### src/rtl/led_pattern_gen.sv
// led_pattern_gen: per-channel LED driver with OFF, ON, BLINK and PWM modes.
// All channels share one clock, a common sync restart and a PLL-lock hold.
module led_pattern_gen #(
    parameter int NUM_CH = 4,
    parameter int DIV_W  = 26,
    parameter int PWM_W  = 8,
    localparam int CH_W  = (NUM_CH > 1) ? $clog2(NUM_CH) : 1
) (
    input  logic              clk_sys,
    input  logic              reset,
    input  logic              locked,
    input  logic              sync,
    input  logic              cfg_we,
    input  logic [CH_W-1:0]   cfg_ch,
    input  logic [1:0]        cfg_mode,
    input  logic [DIV_W-1:0]  cfg_period,
    input  logic [PWM_W-1:0]  cfg_duty,
    output logic [NUM_CH-1:0] led,
    output logic [NUM_CH-1:0] wrap
);

    typedef enum logic [1:0] {
        MODE_OFF   = 2'd0,
        MODE_ON    = 2'd1,
        MODE_BLINK = 2'd2,
        MODE_PWM   = 2'd3
    } mode_e;

    logic ch_ok;

    assign ch_ok = ({1'b0, cfg_ch} < (CH_W + 1)'(NUM_CH));

    for (genvar i = 0; i < NUM_CH; i++) begin : g_ch
        mode_e            mode_q;
        logic [DIV_W-1:0] period_q;
        logic [PWM_W-1:0] duty_q;
        logic [DIV_W-1:0] div_cnt;
        logic [PWM_W-1:0] pwm_cnt;
        logic             led_q;
        logic             wrap_q;
        logic             sel;
        logic [DIV_W-1:0] last;
        logic             div_hit;
        logic             pwm_hit;

        assign sel     = cfg_we && ch_ok && (cfg_ch == CH_W'(i));
        // Period 0 behaves like period 1: toggle every cycle.
        assign last    = (period_q == '0) ? '0
                                          : period_q - DIV_W'(1);
        assign div_hit = (div_cnt == last);
        assign pwm_hit = &pwm_cnt;

        always_ff @(posedge clk_sys) begin
            if (reset) begin
                mode_q   <= MODE_OFF;
                period_q <= '0;
                duty_q   <= '0;
            end else if (sel) begin
                mode_q   <= mode_e'(cfg_mode);
                period_q <= cfg_period;
                duty_q   <= cfg_duty;
            end
        end

        // A write to this channel wins over sync for that channel.
        always_ff @(posedge clk_sys) begin
            if (reset || !locked || sel) begin
                div_cnt <= '0;
                pwm_cnt <= '0;
                led_q   <= 1'b0;
                wrap_q  <= 1'b0;
            end else if (sync) begin
                div_cnt <= '0;
                pwm_cnt <= '0;
                wrap_q  <= 1'b0;
                if (mode_q == MODE_BLINK) begin
                    led_q <= 1'b0;
                end
            end else begin
                unique case (mode_q)
                    MODE_OFF: begin
                        div_cnt <= '0;
                        pwm_cnt <= '0;
                        led_q   <= 1'b0;
                        wrap_q  <= 1'b0;
                    end
                    MODE_ON: begin
                        div_cnt <= '0;
                        pwm_cnt <= '0;
                        led_q   <= 1'b1;
                        wrap_q  <= 1'b0;
                    end
                    MODE_BLINK: begin
                        pwm_cnt <= '0;
                        if (div_hit) begin
                            div_cnt <= '0;
                            led_q   <= ~led_q;
                            wrap_q  <= 1'b1;
                        end else begin
                            div_cnt <= div_cnt + DIV_W'(1);
                            wrap_q  <= 1'b0;
                        end
                    end
                    MODE_PWM: begin
                        div_cnt <= '0;
                        pwm_cnt <= pwm_cnt + PWM_W'(1);
                        led_q   <= (pwm_cnt < duty_q);
                        wrap_q  <= pwm_hit;
                    end
                endcase
            end
        end

        assign led[i]  = led_q;
        assign wrap[i] = wrap_q;
    end

endmodule
### config.mk
export PLATFORM = sky130hd
export DESIGN_NAME = led_pattern_gen
export DESIGN_NICKNAME = d
export VERILOG_FILES = /design/src/rtl/led_pattern_gen.sv
export SDC_FILE = /design/constraint.sdc
export NUM_CORES = 1
export LEC_CHECK = 0
export CAP_MARGIN = 20
export CORE_MARGIN = 2
export CORE_UTILIZATION = 70
export DETAILED_ROUTE_END_ITERATION = 8
export DONT_BUFFER_PORTS = 1
export PLACE_DENSITY = 0.94
export SYNTH_ARGS = -nofsm -noshare
export SYNTH_HDL_FRONTEND = slang
export SYNTH_SLANG_ARGS = --single-unit
### constraint.sdc
create_clock -name clk_sys -period 7 [get_ports clk_sys]
set_input_delay 1.75 -clock clk_sys [delete_from_list [all_inputs] [get_ports clk_sys]]
set_output_delay 1.75 -clock clk_sys [all_outputs]
set_load 0.02 [all_outputs]
==> impl_metrics.toml, run 1 <==
[outcome]
status = "finished, final reports clean"

[global_route]
track_usage_pct = 35.19
grt_max_degree = 147
grt_pass1_wl_um = 74510
antenna_found_initial = 3
first_global_vias = 14895
grt-ovfl-total = 0

[place]
place_ws_ps = 2328
io_buffers = 0
hpwl_um = 33000
gp_congestion = 0.9674

[power_and_ir_drop]
powerDensity_nw_per_um2 = 225.8
leakagePower_nw = 6.078
ir_worst_vdd_mv = 0.1971

[synthesis]
synth_cell_type_count = 79
synth_nets = 2311
synth_edf_count = 0
avgSynthCellArea_um2 = 7.582
yosys-top-cells-count = "nand2_1 (386), dfxtp_1 (288), nor2_1 (247), a21oi_1 (185), xnor2_1 (113)"
post-synth-top-area-cell = "dfxtp_1"
synth_top_cell_area_share_pct = 34.13
yosysWarnings = 0
synthTopCellsByArea = "dfxtp_1 (34%), nand2_1 (8.6%), xnor2_1 (5.9%)"
ys_ff_latch = 288
synthCells = 2228
yosysMostFrequentCell = "nand2_1"
synth_top_flop_cell = "dfxtp_1"
seq_area_frac_synth_pct = 34.13
synth_area_um2 = 16890
synthArstFlopShare_pct = 0

[clocking]
postCtsHoldBufs = 0
cts_buffers = 30
cts_tree = "yes"
post_cts_resized = 0
post_cts.repair.setup_buffers = 0
clk_pin_slew_ps = 70
ctsLongestPathBuffers = 3
cts_root_buffer = "clkbuf_16"
htreeDepth = 1
cts.sinks = 288
clk_latency_ps = 570

[sta]
tns_ps = 0
max_freq_ghz = 0.2032
rsz0062_at_grt = "no"
fin_crit_ps = 4920
finalSetupViolations = 0
slew_headroom_pct = 35.28
setup_ws_ps = 2080
hold_violations = 0
final_max_slew_viol_count = 0
fin_skew_ps = 8.171
timing.hold.ws_ps = 460.7
period_share_pct = 70.29
worst_pin_slew_ps = 967.3

[floorplanning]
row_count = 56
start_util_pct = 71.55
fp.dieArea_um2 = 25390
die_w_um = 159.4
ioPinCount = 51
dieHeight_um = 159.4
core-area_um2 = 23610

[setup_path]
crit_slowest_cell = "nor4_1"
crit_chain = "nor4_2 -> nand4_1 -> nor4_1 -> nor2_1 -> mux2_2 -> a2111oi_0 -> nand4_1 -> nor4_1 -> or3_1 -> nor2_1"
critical_path_arrival_ps = 5340
path_max_fanout = 26
crit_buf_inv = 0
crit_path_end_kind = "register"
crit_family = "simple AND/OR/NAND/NOR gates"
crit_path_start_kind = "register"
criticalPathCategory = "register to register"
critPathMaxStageDelay_ps = 800
cp_data_required_time_ps = 7420

[detailed_routing]
first_pass_iters = 6
post-route-drc-count = 0
vias = 16064
drtAntennaViolNets = 0
wl_per_cell_um = 18.64
drt-initial-drc-count = 1927
wirelength_um = 46180
via_per_inst = 6.483

[run]
maxCapViolations = 0

[final_layout]
area_growth_pct = 5.318
drive_gt1_share_pct = 4.773
nets = 2218

[min_path]
hold_class = "register to register"
## sequential cells by signal, indices dropped and copies added, names as in the netlist
name	cells
g_ch.div_cnt	104
g_ch.period_q	104
g_ch.duty_q	32
g_ch.pwm_cnt	32
g_ch.mode_q	8
g_ch.led_q	4
g_ch.wrap_q	4
## area by class of cell
class                           instances  area (um^2)
Fill cell                            1762         5821
Tap cell                              319        399.1
Multi-Input combinational cell       1737        10290
Clock inverter                         10        122.6
Clock buffer                           45        897.1
Inverter                               71        266.5
Timing Repair Buffer                    7        52.55
Antenna cell                            1        2.502
Sequential cell                       288         5766
## per-stage QoR
stage	power, mW	area, um^2	utilization, %	std cells
global placement	2.387	16770	71.02	2422
finish	4.017	17790	75.35	2478
detailed placement	2.399	16770	71.02	2422
CTS	4.002	17790	75.34	2477
global route	4.162	17790	75.34	2477
floorplan	2.279	16890	-	2228
## worst paths after layout
path,from,end,slack [ps],cells after the start
setup / recovery,g_ch[3].period_q[2],g_ch[3].div_cnt[11],2080,10
hold reg to reg,g_ch[1].duty_q[4],g_ch[1].duty_q[4],460,2
setup reg to reg,g_ch[3].period_q[2],g_ch[3].div_cnt[11],2080,10
hold / removal,g_ch[1].duty_q[4],g_ch[1].duty_q[4],460,2
## kinds of logic after synthesis
kind of cell | count (synthesis) | synth area share [%]
simple gates | 1067 | 30.40
compound gates | 402 | 15.08
flops | 288 | 34.13
xor+xnor | 210 | 11.29
buf+inv | 203 | 5.029
fa+ha+maj | 40 | 2.963
mux | 18 | 1.111
## routing by layer
layer / GRT usage (%) / share of wire, %
met3: 8.336 / 10
met2: 58.74 / 46
met5: 0 / 0.028
met1: 44.19 / 39
met4: 13.68 / 4.0
## layout by cell type, fill, tap and decap left out, types with 30 or more instances in the layout
| cell type | count |
|---|---|
| o21ai_0 | 49 |
| clkbuf_16 | 30 |
| ha_1 | 40 |
| dfxtp_1 | 288 |
| nand4_1 | 34 |
| xnor2_1 | 113 |
| nor3_1 | 60 |
| and3_1 | 33 |
| inv_1 | 71 |
| nand3_1 | 91 |
| nor2_1 | 246 |
| nand2_1 | 386 |
| xor2_1 | 92 |
| a21oi_1 | 185 |
| or3_1 | 35 |
| nor4_1 | 43 |
## tightest hold or removal path, cell delays in order (launching register included)
cell     delay (ps)
dfxtp_1         310
nand2_1          50
a21oi_1          50
## power breakdown
part / switching [mW] / internal [mW]
registers: 0.0399 / 1.67
logic: 0.418 / 0.268
clock network: 0.665 / 0.958
Note: power is estimated with default switching activity, not from simulation.
==> run 2, diff against run 1 <==
--- a/config.mk
+++ b/config.mk
@@ -7,10 +7,10 @@
 export LEC_CHECK = 0
 export CAP_MARGIN = 20
 export CORE_MARGIN = 2
-export CORE_UTILIZATION = 70
+export CORE_UTILIZATION = 65
 export DETAILED_ROUTE_END_ITERATION = 8
 export DONT_BUFFER_PORTS = 1
-export PLACE_DENSITY = 0.94
+export PLACE_DENSITY = 0.89
 export SYNTH_ARGS = -nofsm -noshare
 export SYNTH_HDL_FRONTEND = slang
 export SYNTH_SLANG_ARGS = --single-unit
==> constraint.sdc (replaced) <==
create_clock -name clk_sys -period 5.1 [get_ports clk_sys]
set_input_delay 1.275 -clock clk_sys [delete_from_list [all_inputs] [get_ports clk_sys]]
set_output_delay 1.275 -clock clk_sys [all_outputs]
set_load 0.02 [all_outputs]
==> impl_metrics.toml, run 2 (synthesis results as in run 1) <==
[detailed_routing]
post-route-drc-count = 0
wirelength_um = 45570
via_per_inst = 6.291
wl_per_cell_um = 18.19
drtAntennaViolNets = 0
first_pass_iters = 9
vias = 15760
drt-initial-drc-count = 1562

[sta]
worst_pin_slew_ps = 945.8
fin_skew_ps = 13.08
finalSetupViolations = 0
rsz0062_at_grt = "no"
fin_crit_ps = 4427
hold_violations = 0
final_max_slew_viol_count = 0
max_freq_ghz = 0.2259
slew_headroom_pct = 36.71
tns_ps = 0
period_share_pct = 86.80

[global_route]
grtUsageMet3_pct = 8.017
met1_usage_pct = 41.99
first_global_vias = 14692
track_usage_pct = 33.00
grt_util_met2_pct = 54.56
antenna_found_initial = 1
grt-ovfl-total = 0
grt_pass1_wl_um = 73110
grt_max_degree = 147
grt.busiest_layer = "met2"

[final_layout]
drive_gt1_share_pct = 5.258
final_common_cell = "nand2_1"
nets = 2228
area_growth_pct = 5.992
top_regs = "g_ch.div_cnt x104, g_ch.period_q x104"
final_cell_mix = "nand2_1 (386), dfxtp_1 (288), nor2_1 (246)"
postLayoutCoreUtil_pct = 69.50

[floorplanning]
start_util_pct = 65.57
core-area_um2 = 25760
die_w_um = 165.2
dieHeight_um = 165.2
ioPinCount = 51
row_count = 59
fp.dieArea_um2 = 27300

[setup_path]
r2r_start = "g_ch[1].period_q[0]"
crit_path_start = "g_ch[1].period_q[0]"
cp_data_required_time_ps = 5520
crit_path_end_kind = "register"
critical_path_arrival_ps = 4850
reg2reg_to = "g_ch[1].div_cnt[7]"
crit_path_start_kind = "register"
reg2reg_depth = 12
criticalPathCategory = "register to register"
rrSetupSlack_ps = 670
critPathCapture = "g_ch[1].div_cnt[7]"
path_max_fanout = 26

[clocking]
post_cts_resized = 0
clk_pin_slew_ps = 60
cts_root_buffer = "clkbuf_16"
htreeDepth = 1
post_cts.repair.setup_buffers = 0
postCtsHoldBufs = 0
ctsLongestPathBuffers = 3
cts_tree = "yes"
cts_buffers = 31
clk_latency_ps = 580
cts.sinks = 288

[place]
gp_congestion = 0.9736
io_buffers = 0
hpwl_um = 32770

[power_and_ir_drop]
powerDensity_nw_per_um2 = 311.9
leakagePower_nw = 6.141
ir_worst_vdd_mv = 0.3061
p_total_mw = 5.584

[run]
maxCapViolations = 0

[min_path]
hold_class = "register to register"

[outcome]
status = "finished, final reports clean"
==> run 2: cell type report <==
cell class,instances,area (um^2)
Fill cell,2065,7858
Inverter,71,266.5
Antenna cell,2,5.005
Timing Repair Buffer,16,120.1
Tap cell,335,419.2
Multi-Input combinational cell,1737,10290
Clock buffer,42,877.1
Clock inverter,14,166.4
Sequential cell,288,5766
==> run 2: report_power, final <==
part	switching [mW]	leakage, nW	internal [mW]
clock	0.931	0.519	1.36
combinational	0.575	3.29	0.380
sequential	0.0547	2.33	2.29
==> run 2: how the worst min path moves through the flow <==
stage	from	endpoint	slack (ps)	depth (start not counted)
2_1_floorplan	g_ch[3].pwm_cnt[0]	g_ch[3].pwm_cnt[0]	430	1
3_3_place_gp	g_ch[2].duty_q[6]	g_ch[2].duty_q[6]	440	2
3_5_place_dp	g_ch[2].duty_q[4]	g_ch[2].duty_q[4]	450	2
4_1_cts	g_ch[0].duty_q[3]	g_ch[0].duty_q[3]	450	2
5_1_grt	g_ch[1].duty_q[7]	g_ch[1].duty_q[7]	470	2
6_report	g_ch[2].duty_q[3]	g_ch[2].duty_q[3]	450	2
==> run 2: critical path: stages (launching register included) <==
cell     delay (ps)
dfxtp_1         340
inv_1            80
ha_1            200
nor4b_2         500
nand4_1         260
nor2_1          770
a21oi_1         120
o31ai_1         230
o21ai_0         150
or4_4           530
nor4_2          290
or3_1           680
nor2_1          120
==> run 2: per-layer routing <==
| layer | vias up | part of all wire (%) |
|---|---|---|
| met5 | - | 0 |
| li1 | 7590 | - |
| met4 | 0 | 3.7 |
| met3 | 161 | 10 |
| met2 | 672 | 46 |
| met1 | 7337 | 40 |
==> run 2: through the flow <==
step	worst slack, ps	cell area [um^2]	std cells	hold slack, ps
detailed placement	712.4	16860	2447	445.4
finish	673.0	17910	2505	454.1
global placement	913.6	16860	2447	439.0
global route	177.8	17900	2503	470.7
floorplan	1558	16890	2228	425.2
CTS	683.6	17900	2503	452.5
